==> config.mk <==
export PLATFORM = sky130hd
export DESIGN_NAME = iram_prog_loader
export DESIGN_NICKNAME = d
export VERILOG_FILES = /design/src/rtl/iram_prog_loader_pkg.sv /design/src/rtl/iram_prog_loader_byte_packer.sv /design/src/rtl/iram_prog_loader.sv
export SDC_FILE = /design/constraint.sdc
export NUM_CORES = 1
export LEC_CHECK = 0
export CAP_MARGIN = 10
export CORE_MARGIN = 4
export CORE_UTILIZATION = 53
export CTS_CLUSTER_SIZE = 24
export DETAILED_ROUTE_END_ITERATION = 8
export GPL_TIMING_DRIVEN = 0
export PLACE_DENSITY = 0.78
export SLEW_MARGIN = 10
export SYNTH_ARGS = -nofsm -noshare
export SYNTH_HDL_FRONTEND = slang
export SYNTH_SLANG_ARGS = --single-unit
==> constraint.sdc <==
create_clock -name clk -period 6.7 [get_ports clk]
set_clock_uncertainty 0.2 [all_clocks]
set_input_delay 1.005 -clock clk [delete_from_list [all_inputs] [get_ports clk]]
set_output_delay 1.005 -clock clk [all_outputs]
set_load 0.01 [all_outputs]
==> src/rtl/iram_prog_loader_pkg.sv <==
// Shared definitions for the iRAM program loader: widths and FSM state encodings.
// Optional checksum state is present only when LOADER_CSUM_EN is defined.
`timescale 1ns/1ps
package iram_prog_loader_pkg;

    localparam int IRAM_ADDR_W = 10;
    localparam int INSTR_W     = 32;

    typedef enum logic [2:0] {
        LDR_IDLE   = 3'd0,
        LDR_LEN_HI = 3'd1,
        LDR_LEN_LO = 3'd2,
        LDR_DATA   = 3'd3,
`ifdef LOADER_CSUM_EN
        LDR_CSUM   = 3'd4,
`endif
        LDR_DONE   = 3'd5,
        LDR_ERR    = 3'd6
    } ldr_state_t;

endpackage

==> src/rtl/iram_prog_loader_byte_packer.sv <==
// Packs bytes MSB-first into a 32-bit word; pulses o_word_valid the cycle after the 4th byte.
`timescale 1ns/1ps
module iram_prog_loader_byte_packer (
    input  logic        clk,
    input  logic        rst,
    input  logic        i_clear,
    input  logic        i_valid,
    input  logic [7:0]  i_byte,
    output logic [1:0]  o_byte_idx,
    output logic        o_word_valid,
    output logic [31:0] o_word
);

    logic [31:0] r_shift;
    logic [1:0]  r_cnt;
    logic        r_word_valid;

    always_ff @(posedge clk or negedge rst) begin
        if (!rst) begin
            r_shift      <= '0;
            r_cnt        <= '0;
            r_word_valid <= 1'b0;
        end else if (i_clear) begin
            r_shift      <= '0;
            r_cnt        <= '0;
            r_word_valid <= 1'b0;
        end else begin
            r_word_valid <= i_valid && (r_cnt == 2'd3);
            if (i_valid) begin
                r_shift <= {r_shift[23:0], i_byte};
                r_cnt   <= r_cnt + 2'd1;
            end
        end
    end

    assign o_byte_idx   = r_cnt;
    assign o_word_valid = r_word_valid;
    assign o_word       = r_shift;

endmodule

==> src/rtl/iram_prog_loader.sv <==
// Framed byte-stream loader into iRAM; holds the CPU in reset until a good load completes.
// Optional trailing XOR checksum byte is compiled in with LOADER_CSUM_EN.
`timescale 1ns/1ps
module iram_prog_loader
    import iram_prog_loader_pkg::*;
#(
    parameter int ADDR_W    = IRAM_ADDR_W,
    parameter int DATA_W    = INSTR_W,
    parameter int DEPTH     = 1024,
    parameter int BOOT_HOLD = 1
) (
    input  logic              clk,
    input  logic              rst,
    input  logic              start,
    input  logic              in_valid,
    input  logic [7:0]        in_byte,
    output logic              in_ready,
    output logic              wr_en,
    output logic [ADDR_W-1:0] wr_addr,
    output logic [DATA_W-1:0] wr_data,
    output logic              cpu_rst,
    output logic              busy,
    output logic              done,
    output logic              err
);

    ldr_state_t        r_state;
    ldr_state_t        w_next;
    logic [15:0]       r_len;
    logic [ADDR_W-1:0] r_wr_addr;
    logic [ADDR_W:0]   r_rx_words;
    logic              w_accept;
    logic              w_start_ok;
    logic              w_pack_valid;
    logic [1:0]        w_byte_idx;
    logic              w_word_valid;
    logic [31:0]       w_word;
    logic [15:0]       w_len;
    logic              w_last_write;
`ifdef LOADER_CSUM_EN
    logic [7:0]        r_csum;
`endif

    assign w_accept     = in_valid & in_ready;
    assign w_start_ok   = start && (r_state == LDR_IDLE || r_state == LDR_DONE || r_state == LDR_ERR);
    assign w_pack_valid = w_accept && (r_state == LDR_DATA);
    assign w_len        = {r_len[15:8], in_byte};
    assign w_last_write = w_word_valid && (16'(r_wr_addr) == r_len - 16'd1);

    iram_prog_loader_byte_packer u_packer (
        .clk          (clk),
        .rst          (rst),
        .i_clear      (w_start_ok),
        .i_valid      (w_pack_valid),
        .i_byte       (in_byte),
        .o_byte_idx   (w_byte_idx),
        .o_word_valid (w_word_valid),
        .o_word       (w_word)
    );

    always_ff @(posedge clk or negedge rst) begin
        if (!rst) r_state <= LDR_IDLE;
        else      r_state <= w_next;
    end

    always_comb begin
        w_next   = r_state;
        in_ready = 1'b0;
        busy     = 1'b1;
        done     = 1'b0;
        err      = 1'b0;
        cpu_rst  = 1'b1;
        case (r_state)
            LDR_IDLE: begin
                busy    = 1'b0;
                cpu_rst = (BOOT_HOLD != 0);
                if (w_start_ok) w_next = LDR_LEN_HI;
            end
            LDR_LEN_HI: begin
                in_ready = 1'b1;
                if (w_accept) w_next = LDR_LEN_LO;
            end
            LDR_LEN_LO: begin
                in_ready = 1'b1;
                if (w_accept) begin
                    if (w_len > 16'(DEPTH))  w_next = LDR_ERR;
`ifdef LOADER_CSUM_EN
                    else if (w_len == '0)    w_next = LDR_CSUM;
`else
                    else if (w_len == '0)    w_next = LDR_DONE;
`endif
                    else                     w_next = LDR_DATA;
                end
            end
            LDR_DATA: begin
                // stop taking bytes once the last word is in the packer
                in_ready = (16'(r_rx_words) != r_len);
`ifdef LOADER_CSUM_EN
                if (w_last_write) w_next = LDR_CSUM;
`else
                if (w_last_write) w_next = LDR_DONE;
`endif
            end
`ifdef LOADER_CSUM_EN
            LDR_CSUM: begin
                in_ready = 1'b1;
                if (w_accept) w_next = (in_byte == r_csum) ? LDR_DONE : LDR_ERR;
            end
`endif
            LDR_DONE: begin
                busy    = 1'b0;
                done    = 1'b1;
                cpu_rst = 1'b0;
                if (w_start_ok) w_next = LDR_LEN_HI;
            end
            LDR_ERR: begin
                busy = 1'b0;
                err  = 1'b1;
                if (w_start_ok) w_next = LDR_LEN_HI;
            end
            default: w_next = LDR_IDLE;
        endcase
    end

    always_ff @(posedge clk or negedge rst) begin
        if (!rst) begin
            r_len      <= '0;
            r_wr_addr  <= '0;
            r_rx_words <= '0;
        end else if (w_start_ok) begin
            r_len      <= '0;
            r_wr_addr  <= '0;
            r_rx_words <= '0;
        end else begin
            if (w_accept && r_state == LDR_LEN_HI) r_len[15:8] <= in_byte;
            if (w_accept && r_state == LDR_LEN_LO) r_len[7:0]  <= in_byte;
            if (w_pack_valid && w_byte_idx == 2'd3) r_rx_words <= r_rx_words + 1'b1;
            // address holds on the final word so N == DEPTH cannot wrap it to 0
            if (w_word_valid && !w_last_write) r_wr_addr <= r_wr_addr + 1'b1;
        end
    end

`ifdef LOADER_CSUM_EN
    always_ff @(posedge clk or negedge rst) begin
        if (!rst)
            r_csum <= '0;
        else if (w_start_ok)
            r_csum <= '0;
        else if (w_accept && (r_state == LDR_LEN_HI || r_state == LDR_LEN_LO || r_state == LDR_DATA))
            r_csum <= r_csum ^ in_byte;
    end
`endif

    assign wr_en   = w_word_valid;
    assign wr_addr = r_wr_addr;
    assign wr_data = DATA_W'(w_word);

endmodule
==> results of run 1 <==
state kept, by name (all words and copies together), names as in the netlist:
name,flops
r_len,16
u_packer.o_word_valid,1
r_rx_words,11
u_packer.o_byte_idx,2
u_packer.o_word,32
wr_addr,10
r_state,3
power breakdown:
part / total [mW] / internal (mW) / switching [mW]
Clock: 0.344 / 0.170 / 0.174
Combinational: 0.965 / 0.425 / 0.540
Sequential: 0.692 / 0.577 / 0.115
layout by cell type (no fill, tap or decap), types with 2 or more instances in the layout:
cell type / n
or4_1: 3
xnor2_1: 12
nor4_2: 2
clkbuf_8: 9
clkbuf_1: 24
a211oi_1: 3
a31oi_1: 4
o21ai_1: 6
a21oi_1: 35
o2111ai_1: 2
buf_6: 2
o31ai_1: 3
mux2i_1: 18
nand2_1: 83
a211o_1: 2
o21ai_0: 16
nand3_1: 17
nand4_1: 6
inv_1: 13
nor3_1: 12
clkdlybuf4s50_1: 58
and2_1: 2
xor2_1: 18
buf_2: 2
clkinvlp_4: 3
or3_1: 8
dfrtp_1: 75
nor2_1: 33
nor2b_1: 4
ha_1: 4
nor4_1: 9
and3_1: 3
o21a_1: 3
layout make-up:
class / count / area [um^2]
Fill cell: 621 / 2379
Multi-Input combinational cell: 328 / 1936
Sequential cell: 75 / 1877
Timing Repair Buffer: 60 / 615.6
Clock buffer: 9 / 123.9
Tap cell: 99 / 123.9
Buffer: 28 / 122.6
Clock inverter: 6 / 66.31
Inverter: 13 / 48.80
metal layers:
layer,GRT usage,part of all wire
met1,0.3361,0.43
met5,0,0
met3,0.04143,0.056
met4,0.1046,0.021
met2,0.3852,0.50
through the flow:
step | setup WS, ps | std cells
global route | 2816 | 618
global placement | 1807 | 602
CTS | 2994 | 618
detailed placement | 3097 | 603
finish | 2954 | 618
floorplan | 3493 | 444
cells in the mapped netlist, drive strengths merged, types with 2 or more instances:
cell,number,area (um^2)
mux2i,18,180.2
o21a,3,22.52
or4,4,33.78
buf,4,32.53
and3,3,18.77
nor2b,4,25.02
clkbuf,24,90.09
nand3,17,85.08
a211oi,3,22.52
nor2,33,123.9
or3,8,50.05
a31oi,4,25.02
inv,13,48.80
o21ai,22,110.1
nor4,11,81.32
and2,2,12.51
xor2,18,157.7
xnor2,12,105.1
a211o,2,17.52
o31ai,3,22.52
dfrtp,75,1877
a21oi,35,175.2
ha,4,50.05
nand2,83,311.6
nand4,6,37.54
nor3b,2,20.02
nor3,12,60.06
o2111ai,2,17.52
worst min path at each step:
stage / end / from / cells after the start
2_1_floorplan: u_packer.o_byte_idx[0] / u_packer.o_byte_idx[0] / 1
3_3_place_gp: u_packer.o_word[26] / u_packer.o_word[18] / 2
3_5_place_dp: u_packer.o_word[17] / u_packer.o_word[9] / 2
4_1_cts: wr_addr[4] / rst / 1
5_1_grt: wr_addr[4] / rst / 1
6_report: r_state[2] / rst / 1
worst reg2reg max path, stage by stage (launching register included):
cell and delay (ps):
dfrtp_1 360, clkbuf_1 220, inv_1 110, ha_1 270
or3b_4 430, a221oi_2 270, a31oi_1 70, or4_4 550
o41ai_4 590, buf_6 230, mux2i_1 180, nor2_1 50
cells by family after synthesis:
logic type	count (synthesis)
buffers and inverters	41
adder cells (fa/ha/maj)	4
multiplexers	19
AND/OR/NAND/NOR	190
AO/OA/AOI/OAI	85
XOR/XNOR	30
flip-flops	75
==> metrics, run 1 <==
setup violators final=0; RSZ-0062 raised after global routing=no; DR pass1 iterations=5; Worst Setup EP=in_ready; worst-path fanout max=5; ANT nets after route=0; vias in the first global route=3371; Synth Area in Simple Gates=0.2258; CTS clock-pin slew for the worst setup and hold paths=80 ps; syn_nets=460; post-synthesis async set-or-reset flop share=1.000; CTS buffer count=9; post-CTS resize count=0; CP delay by family, top=simple AND/OR/NAND/NOR gates; fin nets=531; Post-synth EDFFs=0; Ports=60; Yosys cell types=50; GRT Util Overall=0.2452; die area=8968 um^2; first-pass GRT wire length=16.88 mm; Tcrit/Tclk final=0.5591; Synth Register Bits=75; Fin. Hold Viols=0; Tmin final=3746 ps; Post-CTS Hold Fix Bufs=0; worst min-delay path class=in2async; Crit Path Class=reg2out; Slew @ Worst Pin=707.0 ps; Ys Warns=0; Max Slew Vio Count=0; mux cell area share after synthesis=0.04805; main flop type after synthesis=dfrtp_1; clk root buf=clkbuf_8; Area after DPL=4723 um^2; Post-Route WL=10.30 mm; # H-tree levels=3; worst skew pair latency=360 ps; xor-xnor portion of the synthesized cell area=0.06595; max incr delay on CP=470 ps; CTS sink count=75; post-synthesis sequential area ratio=0.4711; crit end category=output pin; Crit path depth=5; fmax=267.0 MHz; Die X=94.70 um; Starting DRT DRC Count=294; R2R Path Start=r_len[0]; Slew headroom=0.5250; total gr overflow=0; post-route cell area=4913 um^2; Peak VDD IR=265.3 uV; Max-cap violations=0; pwr/cell area=407.2 nW/um^2; DRC=0; R2R cell count=11; CTS tree=built; Avg WL per Cell=16.67 um; leakage power=2.187 nW; Chip Height=94.70 um; compound-cell area share of the yosys netlist=0.1335; Syn-to-layout area delta=23.34%; Vias per Instance=5.731; Worst path slowest cell=nor3b_1; crit start category=flip-flop; ANT cells=0; largest net degree at the start of global routing=63; minimum hold slack=290.1 ps; Power Total=2.001 mW; CTS max path bufs=2; share of cells above drive strength 1=0.05780; required time of the critical path=5490 ps; Syn Inst Count=444; outcome=finished clean; adder-cell area share of the yosys netlist=0.01256; Buffers & Inverters on Critical Path=1; Vias=3542; Avg Inst Size Synth=8.973 um^2; CP startpoint=r_len[12]; Core Util, Final=0.6738; Placer Congestion=0.8925; worst r2r dst=wr_addr[1]; reg2reg setup slack=3040 ps; # Post-CTS Setup Buffers=0; antenna violations before repair=0; DP HPWL=7.421 mm; Mapped Area=3984 um^2; critical path data arrival time=2540 ps; row count=31; Cell Chain, Critical Path=nor3_1 > nor3b_1 > a41oi_1 > o21a_1 > clkdlybuf4s50_1; largest family of logic cells by synthesized area=simple AND/OR/NAND/NOR gates; input/output buffers=59; Placeable Area=7292 um^2; effective utilization at floorplan=0.5463; TNS Setup=0 ps
No activity file was read; power rests on OpenSTA's default activity.
==> run 2: changes to the inputs <==
- CORE_UTILIZATION: 53 -> 49
- PLACE_DENSITY: 0.78 -> 0.76
- clock period: 6.7 -> 3.1 ns (I/O delays scaled with it)
==> run 2 against run 1 <==
Against the previous run:
- sequential cell count stayed put
- global-route usage is 1.8 points lower
- utilization decreased by 1.5 points
- sequential power up 120%
- via count up 2.3%
- critical path depth is 5 higher
- clock power up 140%
- largest power group unchanged
- cell area rose by 4.7%
- routed wire length is 5.0% higher
- combinational power increased by 140%
- largest cell class unchanged
- power up 140%
- first-iteration DRC count shrank 15%
==> metrics, run 2 (same netlist as run 1, synthesis figures left out) <==
Peak VDD IR=553.9 uV; Post-Route WL=10.82 mm; CP startpoint=r_len[1]; most frequent cells in the layout=83 x nand2_1, 73 x dfrtp_1, 58 x clkdlybuf4s50_1, 35 x a21oi_1, 33 x nor2_1; largest net degree at the start of global routing=62; effective utilization at floorplan=0.5103; Post-Place Setup Slack=-366.8 ps; Avg WL per Cell=17.14 um; Ports=60; Crit Path Class=reg2reg; Worst path slowest cell=or4_4; Placer Congestion=0.9022; Starting DRT DRC Count=249; total gr overflow=0; share of cells above drive strength 1=0.1134; Placeable Area=7807 um^2; critical path data arrival time=3070 ps; max FFs per register=32; Final Worst Setup Slack=62.45 ps; Slew headroom=0.5851; CTS clock-pin slew for the worst setup and hold paths=80 ps; FILL cells=656; clk root buf=clkbuf_8; Max-cap violations=0; CTS tree=built; R2R cell count=10; CTS buffer count=9; DP HPWL=7.361 mm; DR pass1 iterations=5; Chip Height=98.17 um; Vias=3623; max incr delay on CP=450 ps; GRT Util Overall=0.2275; outcome=finished clean; crit start category=flip-flop; setup violators final=0; most common cell after layout, fill and taps aside=nand2_1; worst hold path depth=2; leakage power=2.277 nW; Vias per Instance=5.742; Cell Chain, Critical Path=inv_2 > ha_4 > or3b_4 > a221oi_2 > a31oi_1 > or4_4 > o41ai_4 > buf_6 > mux2i_1 > nor2_1; worst min-delay path class=reg2reg; fmax=329.2 MHz; Slew @ Worst Pin=622.4 ps; input/output buffers=59; antenna violations before repair=0; Max Slew Vio Count=0; ANT cells=0; reg2reg setup slack=60 ps; Worst Setup EP=wr_addr[1]; ANT nets after route=0; CTS max path bufs=2; first-pass GRT wire length=17.65 mm; worst skew pair latency=360 ps; Syn-to-layout area delta=29.15%; die area=9636 um^2; Tcrit/Tclk final=0.9799; worst r2r dst=wr_addr[1]; Fin. Hold Viols=0; Power Total=4.724 mW; RSZ-0062 raised after global routing=yes; R2R Path Start=r_len[1]; CTS sink count=75; Die X=98.17 um; Tmin final=3038 ps; DRC=0; pwr/cell area=918.1 nW/um^2; row count=32; required time of the critical path=3130 ps; worst-path fanout max=6; vias in the first global route=3478; # H-tree levels=3; crit end category=flip-flop; fin nets=541
run 2: changes by cell type in the layout (fill, tap and decap cells not counted), moves of 3 or more:
cell / previous run / this run
nor3_1: 12 / 9
clkbuf_1: 24 / 21
buf_4: 1 / 12
nor3_2: 0 / 3
nor4_1: 9 / 5
run 2: cell type report:
type / count / area (um^2) / share of cell area
timing repair buffer: 72 / 708.2 / 0.1376
inverter: 13 / 48.80 / 0.009484
tap: 102 / 127.6 / 0.02481
clock buffer: 9 / 123.9 / 0.02408
buffer: 26 / 117.6 / 0.02286
clock inverter: 6 / 90.09 / 0.01751
multi-input combinational: 328 / 2049 / 0.3983
sequential: 75 / 1879 / 0.3653
run 2: routing by layer:
layer / up-vias / wire, um / GRT usage
li1: 1704 / - / -
met1: 1791 / 4945 / 0.3204
met2: 114 / 5158 / 0.3513
met4: 0 / 161 / 0.07353
met3: 14 / 549 / 0.05000
met5: - / 0 / 0
run 2: what timing repair did:
action | CTS | global route
pin swaps | 3 | 8
buffers inserted | 5 | 5
resized for setup | 11 | 15
endpoints found under the hold margin | 14 | 0
gates cloned | 1 | 0
endpoints found under the setup margin | 12 | 27
hold buffers | 1 | 0
run 2: through the flow:
step	setup TNS (ps)	util	cell area [um^2]	hold slack, ps	instances
5_1_grt	-173.7	0.6590	5145	341.5	631
3_3_place_gp	-98690	0.6024	4703	285.4	605
4_1_cts	0	0.6457	5041	311.4	626
2_1_floorplan	0	-	3985	-30.59	444
3_5_place_dp	-3056	0.6056	4728	147.4	606
6_report	0	0.6590	5145	310.9	631
run 2: worst min path at each step:
stage | start | to
global placement | u_packer.o_word[10] | u_packer.o_word[18]
floorplan | rst | r_len[0]
detailed placement | rst | wr_addr[7]
finish | u_packer.o_word[8] | u_packer.o_word[16]
CTS | u_packer.o_byte_idx[0] | u_packer.o_byte_idx[0]
global route | rst | r_len[4]
run 2: where the power goes:
part | switching, mW | internal (mW) | leakage (nW)
logic | 1.26 | 1.09 | 1.16
registers | 0.286 | 1.25 | 1.01
clock network | 0.383 | 0.451 | 0.106
total | 1.93 | 2.79 | 2.28
run 2: critical path, delay by kind of cell, from the launching register on:
kind            cells  cell delay [ps]
simple gates        3              910
fa+ha+maj           1              140
flops               1              440
mux                 1              180
compound gates      3              760
buf+inv             2              270
==> run 3: changes to the inputs <==
- clock period: 3.1 -> 2.6 ns (I/O delays scaled with it)
==> run 3 against run 2 <==
Against the previous run:
- the run now ends with setup timing left
- fmax down 2.2%
- sequential share of layout area down 1.6 points
- clock-buffer cell count unchanged
- largest power group unchanged
==> metrics, run 3 (same netlist as run 1, synthesis figures left out) <==
outcome=finished, violations left; failing checks=setup timing; Fin. Hold Viols=0; Cell Chain, Critical Path=inv_1 > ha_4 > or3b_4 > a221oi_2 > a31oi_1 > or4_4 > o41ai_4 > buf_4 > buf_4 > buf_6 > o31ai_1 > a21oi_1; die area=9636 um^2; Placer Congestion=0.9237; CTS buffer count=9; ANT cells=0; antenna violations before repair=0; largest net degree at the start of global routing=58; first-pass GRT wire length=17.26 mm; Post-Route WL=11.22 mm; Chip Height=98.17 um; max FFs per register=32; setup violators final=12; Tmin final=3107 ps; pwr/cell area=1110 nW/um^2; input/output buffers=59; Avg WL per Cell=17.59 um; most frequent cells in the layout=80 x nand2_1, 69 x dfrtp_1, 56 x clkdlybuf4s50_1, 33 x a21oi_1, 33 x nor2_1; RSZ-0062 raised after global routing=yes; required time of the critical path=2680 ps; ANT nets after route=0; Slew @ Worst Pin=533.3 ps; CTS max path bufs=2; Power Total=5.989 mW; worst skew pair latency=360 ps; FILL cells=593; Tcrit/Tclk final=1.195; Final Worst Setup Slack=-507.4 ps; Slew headroom=0.6425; Core Util, Final=0.6913; Vias=3675; CTS tree=built; # H-tree levels=3; max incr delay on CP=570 ps; Worst path slowest cell=or4_4; DRC=0; Vias per Instance=5.760; Peak VDD IR=933.5 uV; fin nets=548; cell mode on critical path=buf_4; worst-path fanout max=6; Placeable Area=7807 um^2; worst min-delay path class=in2async; Syn-to-layout area delta=35.49%; most common cell after layout, fill and taps aside=nand2_1; row count=32; total gr overflow=0; CTS clock-pin slew for the worst setup and hold paths=90 ps; Crit Path Class=reg2reg; crit end category=flip-flop; Starting DRT DRC Count=236; DR pass1 iterations=5; Ports=60; CTS sink count=75; effective utilization at floorplan=0.5103; fmax=321.8 MHz; vias in the first global route=3481; Max Slew Vio Count=0; critical path data arrival time=3190 ps; Max-cap violations=0; crit start category=flip-flop; clk root buf=clkbuf_8; DP HPWL=7.315 mm; share of cells above drive strength 1=0.1866; GRT Util Overall=0.2226; Die X=98.17 um; leakage power=2.418 nW
run 3: changes by cell type in the layout (fill, tap and decap cells not counted), sizes merged:
cell | previous run | this run
buf | 17 | 30
clkbuf | 31 | 24
clkdlybuf4s50 | 58 | 56
bufinv | 2 | 3
dlygate4sd2 | 0 | 1
inv | 14 | 13
nand2 | 83 | 84
nor3b | 2 | 3
run 3: layout make-up:
type                       count  area, um^2  area share
buffer                        22       140.1     0.02596
clock buffer                   9       123.9     0.02295
clock inverter                 6       115.1     0.02133
inverter                      13       51.30    0.009504
multi-input combinational    330        2182      0.4043
sequential                    75        1884      0.3491
tap                          102       127.6     0.02364
timing repair buffer          81       773.2      0.1433
run 3: final timing paths:
kind / start / slack [ps] / depth (start not counted) / to
setup reg to reg: r_len[1] / -510 / 12 / wr_addr[8]
max in group asynchronous: rst / 1360 / 3 / r_len[7]
hold / removal: rst / 250 / 2 / r_state[2]
setup / recovery: r_len[1] / -510 / 12 / wr_addr[8]
hold reg to reg: u_packer.o_byte_idx[0] / 300 / 1 / u_packer.o_byte_idx[0]
min in group clk: u_packer.o_byte_idx[0] / 300 / 1 / u_packer.o_byte_idx[0]
run 3: metal layers:
| metal | track usage | routed length [um] | up-vias |
|---|---|---|---|
| li1 | - | - | 1716 |
| met1 | 0.2887 | 4708 | 1804 |
| met2 | 0.3780 | 5564 | 128 |
| met3 | 0.04286 | 703 | 27 |
| met4 | 0.06933 | 248 | 0 |
| met5 | 0 | 0 | - |
run 3: repair_timing:
item,4_1_cts,5_1_grt
endpoints found under the setup margin,67,69
hold buffers,1,0
buffers inserted,7,12
endpoints found under the hold margin,18,0
cloned,1,2
pin swaps,9,14
gates resized for setup,32,47
run 3: where the power goes:
group          total (mW)  internal (mW)  switching, mW
clock                1.09          0.635          0.454
sequential           1.88           1.49          0.390
combinational        3.02           1.43           1.58
run 3: critical path, delay by kind of cell, from the launching register on:
kind | cells | cell delay (ps)
and+or+nand+nor | 2 | 960
AOI/OAI and AO/OA | 5 | 740
adders and majority gates | 1 | 160
DFF | 1 | 450
buffers and inverters | 4 | 530
run 3: per-stage QoR:
stage          cell area (um^2)  std cells  hold slack [ps]  TNS, ps  setup WS [ps]
5_1_grt                    5398        638            282.6    -7131         -609.8
4_1_cts                    5162        627            265.3    -5078         -519.3
2_1_floorplan              4009        444           -105.6    -2865         -342.3
6_report                   5398        638            250.1    -5317         -507.4
3_3_place_gp               4727        605            283.6  -140940          -1673
3_5_place_dp               4752        606            90.66   -18740         -689.5
